`config.mk`:
```
export PLATFORM = sky130hd
export DESIGN_NAME = ysyx_24100006_idu_exu_pipe
export DESIGN_NICKNAME = d
export VERILOG_FILES = /design/src/rtl/ysyx_24100006_pkg.sv /design/src/rtl/ysyx_24100006_pipe_slot.sv /design/src/rtl/ysyx_24100006_idu_exu_pipe.sv
export SDC_FILE = /design/constraint.sdc
export NUM_CORES = 1
export LEC_CHECK = 0
export CAP_MARGIN = 20
export CORE_MARGIN = 1.5
export CORE_UTILIZATION = 30
export DETAILED_ROUTE_END_ITERATION = 10
export PLACE_DENSITY = 0.62
export SLEW_MARGIN = 20
export SYNTH_ARGS = -nofsm -noshare
export SYNTH_HDL_FRONTEND = slang
export SYNTH_HIERARCHICAL = 1
export SYNTH_SLANG_ARGS = --single-unit
```
`constraint.sdc`:
```
create_clock -name clk -period 1.9 [get_ports clk]
set_input_delay 0.19 -clock clk [delete_from_list [all_inputs] [get_ports clk]]
set_output_delay 0.19 -clock clk [all_outputs]
set_load 0.1 [all_outputs]
```
`src/rtl/ysyx_24100006_pkg.sv`:
```
// ysyx_24100006_pkg: shared widths, ID->EX payload bundle and pipe state encoding
package ysyx_24100006_pkg;
  localparam int XLEN = 32;
  localparam int REG_W = 4;
  localparam int CTRL_W = 16;
  typedef struct packed {
    logic [XLEN-1:0] pc;
    logic [XLEN-1:0] rs1v;
    logic [XLEN-1:0] rs2v;
    logic [XLEN-1:0] imm;
    logic [REG_W-1:0] rd;
    logic wen;
    logic load;
    logic [CTRL_W-1:0] ctrl;
  } idex_payload_t;
  typedef enum logic [1:0] {
    ST_EMPTY = 2'd0,
    ST_FULL = 2'd1,
    ST_SKID = 2'd2
  } idex_state_t;
endpackage

```
`src/rtl/ysyx_24100006_pipe_slot.sv`:
```
// ysyx_24100006_pipe_slot: one valid bit plus payload register with load/clear controls
module ysyx_24100006_pipe_slot
  import ysyx_24100006_pkg::*;
(
  input  logic          clk,
  input  logic          reset,
  input  logic          ld,
  input  logic          clr,
  input  idex_payload_t d,
  output logic          valid,
  output idex_payload_t q
);
  // clear beats load for the valid bit; payload only moves on load
  always_ff @(posedge clk) begin
    if (reset) begin
      valid <= 1'b0;
      q <= '0;
    end else begin
      valid <= clr ? 1'b0 : (ld ? 1'b1 : valid);
      if (ld) q <= d;
    end
  end
endmodule

```
`src/rtl/ysyx_24100006_idu_exu_pipe.sv`:
```
// ysyx_24100006_idu_exu_pipe: ID->EX pipeline register; YSYX_24100006_IDEX_SKID_EN adds a skid slot with registered in_ready
module ysyx_24100006_idu_exu_pipe
  import ysyx_24100006_pkg::*;
(
  input  logic              clk,
  input  logic              reset,
  input  logic              in_valid,
  output logic              in_ready,
  input  logic              stall_id,
  input  logic              flush,
  input  logic [XLEN-1:0]   in_pc,
  input  logic [XLEN-1:0]   in_rs1v,
  input  logic [XLEN-1:0]   in_rs2v,
  input  logic [XLEN-1:0]   in_imm,
  input  logic [REG_W-1:0]  in_rd,
  input  logic              in_wen,
  input  logic              in_load,
  input  logic [CTRL_W-1:0] in_ctrl,
  output logic              out_valid,
  input  logic              out_ready,
  output logic [XLEN-1:0]   out_pc,
  output logic [XLEN-1:0]   out_rs1v,
  output logic [XLEN-1:0]   out_rs2v,
  output logic [XLEN-1:0]   out_imm,
  output logic [REG_W-1:0]  out_rd,
  output logic              out_wen,
  output logic              out_load,
  output logic [CTRL_W-1:0] out_ctrl,
  output logic [REG_W-1:0]  ex_rd,
  output logic              ex_wen,
  output logic [REG_W-1:0]  sk_rd,
  output logic              sk_wen,
  output logic              ex_is_load
);
  idex_payload_t in_p, head_d, head_q, skid_q;
  idex_state_t state;
  logic skid_valid, acc, deq;
  logic head_ld, head_clr, head_sel, skid_ld, skid_clr;
  assign in_p = '{pc: in_pc, rs1v: in_rs1v, rs2v: in_rs2v, imm: in_imm,
                  rd: in_rd, wen: in_wen, load: in_load, ctrl: in_ctrl};
  assign acc = in_valid & in_ready & ~stall_id & ~flush;
  assign deq = out_valid & out_ready;
  assign state = skid_valid ? ST_SKID : (out_valid ? ST_FULL : ST_EMPTY);
  assign head_d = head_sel ? skid_q : in_p;
  // slot controls from occupancy; flush kills everything and blocks all loads
  always_comb begin
    head_ld = 1'b0;
    head_clr = flush;
    head_sel = 1'b0;
    skid_ld = 1'b0;
    skid_clr = flush;
    if (!flush) begin
      case (state)
        ST_EMPTY: head_ld = acc;
        ST_FULL: begin
          head_ld = acc & deq;
          skid_ld = acc & ~deq;
          head_clr = deq & ~acc;
        end
        ST_SKID: begin
          head_ld = deq;
          head_sel = 1'b1;
          skid_clr = deq;
        end
        default: ;
      endcase
    end
  end
  ysyx_24100006_pipe_slot u_head (
    .clk(clk), .reset(reset), .ld(head_ld), .clr(head_clr),
    .d(head_d), .valid(out_valid), .q(head_q)
  );
`ifdef YSYX_24100006_IDEX_SKID_EN
  ysyx_24100006_pipe_slot u_skid (
    .clk(clk), .reset(reset), .ld(skid_ld), .clr(skid_clr),
    .d(in_p), .valid(skid_valid), .q(skid_q)
  );
  assign in_ready = ~skid_valid;
`else
  logic unused_skid;
  assign unused_skid = skid_ld | skid_clr;
  assign skid_valid = 1'b0;
  assign skid_q = '0;
  assign in_ready = ~out_valid | out_ready;
`endif
  assign out_pc = head_q.pc;
  assign out_rs1v = head_q.rs1v;
  assign out_rs2v = head_q.rs2v;
  assign out_imm = head_q.imm;
  assign out_rd = head_q.rd;
  assign out_wen = head_q.wen;
  assign out_load = head_q.load;
  assign out_ctrl = head_q.ctrl;
  assign ex_rd = head_q.rd;
  assign ex_wen = head_q.wen & out_valid;
  assign ex_is_load = head_q.load & out_valid;
  assign sk_rd = skid_q.rd;
  assign sk_wen = skid_q.wen & skid_valid;
endmodule

```
==> impl_metrics.tcl <==
set metrics [dict create \
    status "completed" \
    post_dp_cell_area_um2 8430 \
    cts_buffers 17 \
    die_area_um2 19100 \
    timing.slew.headroom 0.527 \
    r2r_setup_slack_ns 0.35 \
    place_congestion 0.795 \
    path_cells "nand2b_4 > nor3b_4 > buf_4 > buf_12 > mux2i_1 > nor2_1" \
    die_h_um 138 \
    cts.clk_slew.worst_paths_ns 0.06 \
    antenna_found_initial 0 \
    p_leak_nw 3.76 \
    slew_viol_final 0 \
    nets 971 \
    cts_buffer_depth 2 \
    gr-total-overflow 0 \
    crit_buf_inv 2 \
    hold_viol_final 0 \
    num_vias 4608 \
    synth-seq-cells 151 \
    worstSkewPairLatency_ns 0.42 \
    irDropWorstVdd_v 0.000583 \
    cp_slowest_stage_delay_ns 0.38 \
    htreeDepth 4 \
    clock-sinks 151 \
    crit_slowest_cell "dfxtp_4" \
    drive_gt1_frac 0.258 \
    cts_root_buf "clkbuf_16" \
    first_iter_violations 160 \
    syn_area_um2 5490 \
    syn_inst 503 \
    crit_path_end_kind "flop" \
    startpoint_type "flop" \
    cts_resized 0 \
    whs_path_depth 3 \
    final_antenna_net_count 0 \
    yosysSeqAreaShare 0.550 \
    crit_path_max_fanout 17 \
    grt_pass1_wl_um 25000 \
    most-common-layout-cells "buf_4, clkdlybuf4s50_1, nor2_1" \
    rsz0062_at_grt "false" \
    cts_tree "yes" \
    required_ns 2.18 \
    drc_errors 0 \
    worstMarginPinSlew_ns 0.710 \
    syn_area_per_cell_um2 10.9 \
    initial_core_util 0.306 \
    hpwl_um 11800 \
    std_cell_rows 49 \
    fmax_mhz 644 \
    cap_violations 0 \
    routedWlPerCell_um 15.1 \
    first_pass_iters 4 \
    hp-class "input port to flop" \
    crit_cells 6 \
    viasPerCell 4.36 \
    port_buffers 313 \
    grt_usage 0.164 \
    routed_wl_um 15900 \
    antenna_cells 0 \
    period_needed_ns 1.55 \
    ios 319 \
    postCtsSetupBuffers 0 \
    ys_types 15 \
    fin_crit_sh 0.818 \
    crit_arrival_ns 1.84 \
    die_w_um 138 \
    final_common_cell "buf_4" \
    grt_pass1_vias 4683 \
    grt_max_degree 152 \
    yosys_warnings 6 \
    final_cell_area_um2 9030 \
    crit_family "buffers and inverters" \
    finalClockSkew_ns 0.00703 \
    fin_tns_setup_ns 0 \
    syn_to_final_growth_pct 64.4 \
    coreArea_um2 18000 \
    r2r.worst_path.cells 6 \
    setup_viol 0 \
    pwr_density_cell_nw_per_um2 939 \
    setup.worst_path.class "flop to flop" \
    cts_hold_buf 0 \
]
## metrics by stage
stage,hold WS [ns],setup slack [ns],utilization,power [mW],instances
floorplan,0.337,0.110,-,4.56,507
global placement,0.475,0.0434,0.469,5.10,1025
detailed placement,0.483,-0.0285,0.469,5.12,1025
CTS,0.358,0.314,0.502,8.58,1056
global route,0.376,0.249,0.502,8.79,1056
finish,0.313,0.347,0.502,8.48,1056
## registers in the layout, summed over array words and instances (netlist names)
register / count
u_head/valid: 1
u_head/q: 150
## area by class of cell
| cell class | count | area, um^2 |
|---|---|---|
| clock buffers | 20 | 447 |
| clock inverters | 11 | 151 |
| fillers | 1641 | 8940 |
| multi-input cells | 313 | 2160 |
| flip-flops and latches | 151 | 3030 |
| well taps | 229 | 287 |
| repair buffers | 332 | 2950 |
## layer usage
layer  routed length (um)  share of wire  up-vias  track usage
li1                     -              -     2259            -
met1                 6510           0.41     2098        0.185
met4                  350          0.022        0       0.0693
met2                 7410           0.47      229        0.266
met5                    0              0        -            0
met3                 1670           0.10       22       0.0776
## kinds of logic (layout without fill, tap and decap cells)
family,Yosys count,after routing,share of synthesized area
buffers and inverters,43,363,0.0615
muxes,150,150,0.273
DFF,151,151,0.550
other,1,5,0.000683
AOI/OAI and AO/OA,1,1,0.00160
and+or+nand+nor,157,157,0.112
## synthesized netlist by cell type
cell,count,area (um^2)
and2_1,2,12.5
buf_4,16,120
conb_1,1,3.75
buf_8,10,150
nor3_1,1,5.00
a31o_1,1,8.76
mux2i_1,150,1500
buf_2,3,15.0
buf_1,3,11.3
clkbuf_1,11,41.3
nor2_1,151,567
nand2b_4,1,13.8
nor3b_2,1,12.5
dfxtp_1,151,3020
nand2b_1,1,6.26
## worst paths after layout
kind	endpoint	from
min reg2reg	u_head/q[60]	u_head/q[60]
min	u_head/q[39]	reset
max reg2reg	u_head/q[86]	u_head/valid
max	u_head/q[86]	u_head/valid
## tightest hold or removal path: cells and delay by family
family	cells	cell delay [ns]
buf+inv	2	0.35
simple gates	1	0.16
## where the power goes
group          total [mW]  switching (mW)  internal, mW
Clock                3.43            1.33          2.10
Sequential           3.34          0.0630          3.28
Combinational        1.71            1.14         0.571
Total                8.48            2.53          5.95
(Power assumes the default switching activity.)
